File: config.mk
export PLATFORM = sky130hd
export DESIGN_NAME = inst_loader
export DESIGN_NICKNAME = d
export VERILOG_FILES = /design/src/rtl/inst_loader_pkg.sv /design/src/rtl/inst_loader_byte_packer.sv /design/src/rtl/inst_loader.sv
export SDC_FILE = /design/constraint.sdc
export NUM_CORES = 1
export LEC_CHECK = 0
export ABC_AREA = 0
export BUFFER_PORTS_ARGS = -buffer_cell sky130_fd_sc_hd__buf_2
export CAP_MARGIN = 20
export CORE_UTILIZATION = 59
export CTS_BUF_LIST = sky130_fd_sc_hd__clkbuf_4 sky130_fd_sc_hd__clkbuf_8
export DETAILED_ROUTE_END_ITERATION = 6
export GPL_TIMING_DRIVEN = 0
export PLACE_DENSITY = 0.87
export SYNTH_ARGS = -nofsm -noshare
export SYNTH_HDL_FRONTEND = slang
export SYNTH_SLANG_ARGS = --single-unit
File: constraint.sdc
create_clock -name CLK -period 8.3 [get_ports CLK]
set_input_delay 0.83 -clock CLK [delete_from_list [all_inputs] [get_ports CLK]]
set_output_delay 0.83 -clock CLK [all_outputs]
set_load 0.03 [all_outputs]
File: src/rtl/inst_loader_pkg.sv
// Shared widths, memory size and loader state encoding for the boot-time
// instruction loader.
package inst_loader_pkg;

  localparam int ADDR_WIDTH   = 32;
  localparam int DATA_WIDTH   = 32;
  localparam int INST_MEM_NUM = 4096;

  localparam logic [DATA_WIDTH-1:0] ZERO_WORD = '0;

  typedef enum logic [2:0] {
    LD_IDLE = 3'd0,
    LD_LEN  = 3'd1,
    LD_DATA = 3'd2,
    LD_DONE = 3'd3,
    LD_ERR  = 3'd4
  } ld_state_e;

  // The packer delivers {b0,b1,b2,b3}; the count field is little-endian.
  function automatic logic [31:0] le_word(input logic [31:0] w);
    return {w[7:0], w[15:8], w[23:16], w[31:24]};
  endfunction

endpackage

File: src/rtl/inst_loader_byte_packer.sv
// Collects four stream bytes into one word, first byte in the top lane.
// word_o is valid only in the cycle the fourth byte is presented.
module inst_loader_byte_packer (
  input  logic        CLK,
  input  logic        RST,
  input  logic        clear_i,
  input  logic        byte_valid_i,
  input  logic [7:0]  byte_i,
  output logic        word_valid_o,
  output logic [31:0] word_o
);

  logic [1:0]  cnt_q;
  logic [23:0] shift_q;

  // NOTE: sequential state uses <= so every register samples pre-edge values.
  always_ff @(posedge CLK or posedge RST) begin
    if (RST) begin
      cnt_q   <= 2'd0;
      shift_q <= 24'd0;
    end else if (clear_i) begin
      cnt_q   <= 2'd0;
      shift_q <= 24'd0;
    end else if (byte_valid_i) begin
      cnt_q   <= cnt_q + 2'd1;
      shift_q <= {shift_q[15:0], byte_i};
    end
  end

  assign word_valid_o = byte_valid_i && (cnt_q == 2'd3);
  assign word_o       = {shift_q, byte_i};

endmodule

File: src/rtl/inst_loader.sv
// Boot loader: parses a length-prefixed byte stream, writes words into the
// instruction RAM and holds the CPU in reset until the image is complete.
module inst_loader
  import inst_loader_pkg::*;
#(
  parameter int unsigned MEM_WORDS = INST_MEM_NUM,
  parameter int unsigned TIMEOUT   = 65535
) (
  input  logic                  CLK,
  input  logic                  RST,
  input  logic                  start,
  input  logic [7:0]            in_data,
  input  logic                  in_valid,
  output logic                  in_ready,
  output logic                  mem_we,
  output logic [ADDR_WIDTH-1:0] mem_addr,
  output logic [DATA_WIDTH-1:0] mem_wdata,
  output logic                  busy,
  output logic                  done,
  output logic                  err,
  output logic                  cpu_rst
);

  localparam logic [31:0] MEM_LIMIT = MEM_WORDS;
  localparam logic [31:0] TO_LAST   = TIMEOUT - 1;

  ld_state_e             state_q, state_d;
  logic [31:0]           idx_q, idx_d;
  logic [31:0]           n_q, n_d;
  logic [31:0]           idle_q, idle_d;
  logic                  seen_q, seen_d;
  logic                  mem_we_q, mem_we_d;
  logic [ADDR_WIDTH-1:0] mem_addr_q, mem_addr_d;
  logic [DATA_WIDTH-1:0] mem_wdata_q, mem_wdata_d;
  logic                  cpu_rst_q;

  logic        fire;
  logic        arm;
  logic        word_valid;
  logic [31:0] word;
  logic [31:0] len;

  assign in_ready = (state_q == LD_LEN) || (state_q == LD_DATA);
  assign busy     = in_ready;
  assign done     = (state_q == LD_DONE);
  assign err      = (state_q == LD_ERR);
  assign fire     = in_valid && in_ready;
  assign arm      = start && !busy;
  assign len      = le_word(word);

  inst_loader_byte_packer u_packer (
    .CLK          (CLK),
    .RST          (RST),
    .clear_i      (arm),
    .byte_valid_i (fire),
    .byte_i       (in_data),
    .word_valid_o (word_valid),
    .word_o       (word)
  );

  // NOTE: every variable gets a default first so no latch is inferred.
  always_comb begin
    state_d     = state_q;
    idx_d       = idx_q;
    n_d         = n_q;
    idle_d      = idle_q;
    seen_d      = seen_q;
    mem_we_d    = 1'b0;
    mem_addr_d  = mem_addr_q;
    mem_wdata_d = mem_wdata_q;

    case (state_q)
      LD_IDLE, LD_DONE, LD_ERR: begin
        if (start) begin
          state_d = LD_LEN;
          idx_d   = '0;
          n_d     = '0;
          idle_d  = '0;
          seen_d  = 1'b0;
        end
      end
      LD_LEN, LD_DATA: begin
        if (fire) begin
          seen_d = 1'b1;
          idle_d = '0;
          if (word_valid) begin
            if (state_q == LD_LEN) begin
              n_d = len;
              if (len == 32'd0)           state_d = LD_DONE;
              else if (len > MEM_LIMIT)   state_d = LD_ERR;
              else begin
                state_d = LD_DATA;
                idx_d   = '0;
              end
            end else begin
              mem_we_d    = 1'b1;
              mem_addr_d  = ADDR_WIDTH'({idx_q[29:0], 2'b00});
              mem_wdata_d = word;
              idx_d       = idx_q + 32'd1;
              if (idx_q + 32'd1 == n_q) state_d = LD_DONE;
            end
          end
        end else if (seen_q && (TIMEOUT != 0)) begin
          if (idle_q == TO_LAST) state_d = LD_ERR;
          else                   idle_d  = idle_q + 32'd1;
        end
      end
      default: state_d = LD_IDLE;
    endcase
  end

  always_ff @(posedge CLK or posedge RST) begin
    if (RST) begin
      state_q     <= LD_IDLE;
      idx_q       <= '0;
      n_q         <= '0;
      idle_q      <= '0;
      seen_q      <= 1'b0;
      mem_we_q    <= 1'b0;
      mem_addr_q  <= '0;
      mem_wdata_q <= ZERO_WORD;
      cpu_rst_q   <= 1'b1;
    end else begin
      state_q     <= state_d;
      idx_q       <= idx_d;
      n_q         <= n_d;
      idle_q      <= idle_d;
      seen_q      <= seen_d;
      mem_we_q    <= mem_we_d;
      mem_addr_q  <= mem_addr_d;
      mem_wdata_q <= mem_wdata_d;
      // Lags DONE by one cycle so the final write lands before the first fetch.
      cpu_rst_q   <= (state_q != LD_DONE);
    end
  end

  assign mem_we    = mem_we_q;
  assign mem_addr  = mem_addr_q;
  assign mem_wdata = mem_wdata_q;
  assign cpu_rst   = cpu_rst_q;

endmodule

# Yosys cells after proc, flatten, opt, wreduce, memory -nomap -nowiden
# Cells that the tools add are included.
[op_classes] n_addsub=3 n_lt_le_gt_ge=1 n_eq_ne=19 mux=36 bitwise=1 reduce_logical=17
[op_table] operator="2-to-1 mux 32 bit" count=12
[op_table] operator="case mux 32 bit (2 select lines)" count=3
[op_table] operator="adder 32 x 1 -> 32 bit, second input constant" count=2
[op_table] operator="2-to-1 mux 24 bit" count=2
[op_table] operator="equality test 32 x 16 -> 1 bit, second input constant" count=1
[op_table] operator="equality test 32 bit" count=1
[op_table] operator="greater-than comparator 32 x 13 -> 1 bit, second input constant" count=1
[op_table] operator="zero test 32 bit" count=1
[op_table] operator="2-to-1 mux 3 bit" count=9
[op_table] operator="!= test 3 x 2 -> 1 bit, second input constant" count=4
[op_table] operator="AND reduction 5 bit" count=2
[op_table] operator="!= test 3 bit, second input constant" count=3
[op_table] operator="AND reduction 4 bit" count=2
[op_table] operator="equality test 3 x 2 -> 1 bit, second input constant" count=2
[op_table] operator="2-to-1 mux 1 bit" count=6
[op_table] operator="case mux 3 bit (2 select lines)" count=1
[op_table] operator="AND reduction 6 bit" count=1
[op_table] operator="2-to-1 mux 2 bit" count=2
[op_table] operator="!= test 2 x 1 -> 1 bit, second input constant" count=2
[op_table] operator="!= test 2 bit, second input constant" count=2
[op_table] operator="!= test 4 bit, second input constant" count=1
[op_table] operator="nonzero test 2 bit" count=2
[op_table] operator="equality test 3 x 1 -> 1 bit, second input constant" count=1
[op_table] operator="equality test 3 bit, second input constant" count=1
[op_table] operator="11 further kinds" count=13
[totals] reg_bits=190 input_bits=12 output_inout_bits=70

# Depth between registers and ports, before layout
[depth] depth_word=7 ltp_mapped=12 mapped_depth_nobuf=10

# Hierarchy
# Synthesis repeated with hierarchy kept, for this count alone.
[unflattened] cells_unflattened=1117 area_unflattened_um2=9756.9
[modules_own_cells] mod="inst_loader" instances=1 cells_each=1022 area_each_um2=8598.2 seq_area_each_um2=4105.2
[modules_own_cells] mod="inst_loader_byte_packer" instances=1 cells_each=95 area_each_um2=1158.6 seq_area_each_um2=650.6

# Worst setup path after synthesis
# OpenSTA, ideal clock, no wires.
[synth_path] path_type="reg-to-reg" start="register idx_q[1]" end="register state_q[0]" setup_time_ns=0.082 arrival_time_ns=2.501 required_ns=8.218 path_slack_ns=5.717 path_stages_with_launch=13 n_path_buf=3 cell_sequence="dfrtp_1 ha_1 buf_2 and4_1 buf_4 nand3_4 or4_1 clkbuf_1 xnor2_1 a2111oi_0 and3_1 a31oi_1 o22ai_1"
[synth_between] elab_chain_len=4
[synth_lines] element="start, declared" line="inst_loader.sv:28" text="logic [31:0] idx_q, idx_d;"
[synth_lines] element="start signal, assigned" line="inst_loader.sv:125" text="idx_q <= idx_d;"
[synth_lines] element="adder 32 x 1 -> 32 bit" line="inst_loader.sv:100" text="if (idx_q + 32'd1 == n_q) state_d = LD_DONE;"
[synth_lines] element="equality test 32 bit" line="inst_loader.sv:100"
[synth_lines] element="!= test 4 bit (no line)"
[synth_lines] element="AND reduction 5 bit (no line)"
[synth_lines] element="end signal, assigned" line="inst_loader.sv:124" text="state_q <= state_d;"
[synth_lines] element="end, declared" line="inst_loader.sv:27" text="ld_state_e state_q, state_d;"
# No other way between the ends.
# A chain may end at the register's enable or synchronous reset.

# Worst setup path after layout
# Same ends and word-level chain as after synthesis.

==> impl.org <==
** Status
- Status :: complete, no violations

** Power and ir drop
- Of the total power, the clock network draws 0.274.
- Internal Pwr Total :: 1.53 mW
- Power spread over the standard cell area amounts to 235 nW/um^2.
- The worst-case IR drop observed on VDD is 0.217 mV.
- Sw Ratio :: 0.371
- Sequential cell fraction of total power :: 0.471
- Net load switching power :: 899 uW
- Combinational share of power :: 0.255
- Final Power :: 2.43 mW
- The analysis attributes to cell leakage a power of 5.09 nW.

** Placement
- Cell Area, Placed :: 9890 um^2
- Once detailed placement completed, the half-perimeter wirelength came to 16600 um.
- Port buffering added 79 buffers.
- Routability congestion estimate from global placement :: 0.964
- Pre-CTS setup slack :: 5120 ps
- Total instance count after detailed placement :: 1254

** Yosys
- In this run, synthesis produced a sequential element count of 190.
- Of the post-synthesis cell area, the dominant cell type holds 0.513.
- Number of synthesized flops with an enable pin :: 0
- In this run the cell area of the synthesized design comes to 9220 um^2.
- Syn Inst Count :: 985
- Among all flip-flop cells after synthesis, the most frequent one is dfrtp_1.
- Sequential cell area fraction in the yosys report :: 0.516
- Count of different cell masters after synthesis :: 64
- Leading post-synthesis cells by cell area :: dfrtp_1, nand2_1, a22o_1
- In this run the mean area of a mapped cell was 9.36 um^2.
- After synthesis, the share of flip-flops with an asynchronous set or reset is 1.00.
- Synth area leader :: dfrtp_1
- For this run, the number of Yosys warnings is 0.

** STA
- At the pin with the least slew margin, the transition time is 849 ps.
- Final max-slew violation count :: 0
- Based on the critical path, the design can be clocked at up to 0.318 GHz.
- Post-layout min period :: 3140 ps
- Final cycle utilization of the critical path :: 0.378
- Post-layout worst setup margin :: 5160 ps
- Headroom to the max-slew limit came out at 0.430.
- Worst clock skew :: 13.5 ps
- Final setup vio count :: 0
- Setup repair after global routing left no endpoint under its margin.
- The number of hold-slack violations in the final timing report came to 0.
- Hold slack :: 338 ps
- Final total negative setup slack :: 0 ps

** Critical path
- Signal arrival time at the worst endpoint :: 3530 ps
- Of all nets on the critical path, the largest fanout is 9.
- Required arrival time at the worst endpoint :: 8690 ps
- Crit path kind :: register to register
- Endpoint type of the worst setup path :: register
- Nature of the critical path startpoint :: register

** Clock tree
- The H-tree generated during clock tree synthesis spans 4 levels.
- Number of resized instances in the post-cts repair step :: 0
- Clock slew seen by the registers of the worst setup and hold paths :: 110 ps
- Number of buffers on the longest clock path :: 2
- Number of hold buffers added after cts :: 0
- Clock latency reported for the late side of the worst-skew pair :: 480 ps
- Root buf cell :: clkbuf_8
- TritonCTS built the clock tree.
- Clock sink total :: 190
- Total setup buffers inserted after CTS :: 0
- Number of buffers inserted during clock tree synthesis :: 17

** GRT
- GRT met1 Usage :: 0.423
- Initial antenna violation count :: 0
- In the global route stage, met3 resource usage came out at 0.0762.
- Global routing finished with a remaining overflow of 0.
- Global-route wire length before repair :: 38200 um
- In this run the most used layer during global routing was met2.
- Number of global-route vias before repair :: 7421
- Entering global routing, the biggest net connects 139 pins.
- Global routing usage on met2 :: 0.468
- In the global route stage, overall resource usage came out at 0.306.

** Die
- 82 I/O pins were placed.
- Die ar. :: 16100 um^2
- The floorplan has 45 rows.
- For this configuration, the core starts out at a cell density of 0.607.
- The floorplan step set the die height to 127 um.
- From left edge to right edge, the die measures 127 um.
- Core ar. :: 15200 um^2

** Flow run
- Max-cap violations :: 0

** Route
- The first TritonRoute pass finished after 6 iterations.
- Drt wl/cell :: 18.4 um
- For this block, the initial DRC count from the detailed router was 914.
- Once detail routing completed, the nets flagged for antenna violations numbered 0.
- For this run, design rule violations remaining after detail routing come to 0.
- Vias per cell :: 6.10
- Detailed routing inserted a total of 7842 vias.
- Wires add up to 23600 um.

** Cells and area
- Multi-input combinational cell area :: 4110 um^2
- Finished Core Util :: 0.679
- Final instance area :: 10300 um^2
- After the last flow step, the layout net total stands at 1101.
- Ratio of cells with drive above 1 in the final layout :: 0.140
- Fill cells in the final layout number 1209.
- Area growth syn-to-layout :: 12.0%
- Final instance count without filler cells :: 1286
- Antenna diode count :: 0
- Summing all flip-flop and latch instances after layout gives 4760 um^2.

** Worst hold path
- The tightest min-delay check is of the input port to async pin type.
[placed cells by master (no fill, tap or decap), types with 4 or more instances in the layout]
| cell | netlist | routed |
|---|---|---|
| nand2_1 | 231 | 231 |
| dfrtp_1 | 189 | 189 |
| buf_2 | 17 | 96 |
| o21ai_0 | 67 | 67 |
| nor2_1 | 61 | 61 |
| a22o_1 | 58 | 58 |
| xnor2_1 | 44 | 44 |
| clkbuf_1 | 35 | 35 |
| nand3_1 | 26 | 26 |
| a21oi_1 | 26 | 26 |
| xor2_1 | 25 | 25 |
| nor3_1 | 21 | 21 |
| clkbuf_8 | 0 | 17 |
| inv_1 | 17 | 16 |
| nand4_1 | 16 | 16 |
| nor4_1 | 13 | 13 |
| and4_1 | 12 | 12 |
| or3_1 | 12 | 12 |
| and2_1 | 10 | 10 |
| o31ai_1 | 10 | 10 |
| and3_1 | 7 | 7 |
| nand2b_1 | 6 | 6 |
| buf_4 | 6 | 6 |
| o21ai_1 | 5 | 5 |
| buf_1 | 4 | 4 |
| inv_8 | 0 | 4 |
| o41ai_1 | 4 | 4 |
| ha_1 | 4 | 4 |
| clkinv_4 | 0 | 4 |
[final timing paths]
check	slack, ps	cells after the start	end	startpoint
hold / removal	340	2	mem_wdata[22]	RST
max in group asynchronous	6990	3	mem_addr[15]	RST
setup / recovery	5160	12	state_q[0]	idx_q[1]
setup reg to reg	5160	12	state_q[0]	idx_q[1]
min in group CLK	470	2	mem_addr[11]	mem_addr[11]
hold reg to reg	470	2	mem_addr[11]	mem_addr[11]
[cells by family after synthesis]
logic type / Yosys count / share of synthesized area
other: 1 / 0.000407
buffers and inverters: 82 / 0.0391
flip-flops: 190 / 0.516
multiplexers: 3 / 0.00339
AO/OA/AOI/OAI: 196 / 0.142
AND/OR/NAND/NOR: 440 / 0.228
adder cells (fa/ha/maj): 4 / 0.00543
XOR/XNOR: 69 / 0.0655
[Yosys cell counts (all sizes together) (2+ instances only)]
library cell / n
a31oi: 3
nand3: 29
o2bb2ai: 2
ha: 4
or2: 3
nor2b: 3
nand4: 19
or3: 12
nand2: 232
dfrtp: 189
inv: 17
xnor2: 44
xor2: 25
buf: 28
o31ai: 10
nor2: 62
and4: 12
o21bai: 2
o21a: 3
mux2i: 2
a2111oi: 3
and2: 10
a211oi: 3
o22ai: 3
o21ai: 72
nand2b: 6
o41ai: 4
nor4: 17
a21oi: 26
a22o: 58
clkbuf: 36
and3: 7
nor3: 22
[registers in the layout, indices dropped and copies added (netlist names)]
register and count:
mem_wdata 32, seen_q 1, cpu_rst 1, n_q 32, u_packer.cnt_q 2, mem_addr 30
mem_we 1, u_packer.shift_q 24, state_q 3, idle_q 32, idx_q 32
[power groups by stage]
stage | logic [mW] | clock network [mW] | registers [mW]
4_1_cts | 0.612 | 0.670 | 1.13
2_1_floorplan | 0.402 | 0 | 1.15
3_3_place_gp | 0.590 | 0 | 1.15
5_1_grt | 0.674 | 0.707 | 1.15
3_5_place_dp | 0.608 | 0 | 1.15
6_report | 0.619 | 0.665 | 1.14
[metal layers]
layer  vias to the layer above  wire, um
met4                         0       555
met1                      3787     10100
li1                       3609         -
met5                         -         0
met2                       393     10900
met3                        53      2060
[critical path: stages (launching register included)]
cell and delay (ps):
dfrtp_1 500, ha_1 200, buf_2 170, and4_1 210, buf_4 170, nand3_4 190, or4_1 440, clkbuf_1 160
xnor2_1 150, a2111oi_0 350, and3_1 200, a31oi_1 130, o22ai_1 170
[area by class of cell]
cell class | count | area share
Timing Repair Buffer | 80 | 0.0410
Sequential cell | 190 | 0.461
Multi-Input combinational cell | 714 | 0.398
Tap cell | 188 | 0.0228
Buffer | 64 | 0.0284
Clock inverter | 15 | 0.0194
Clock buffer | 17 | 0.0227
Inverter | 18 | 0.00727
Note: power is estimated with default switching activity, not from simulation.
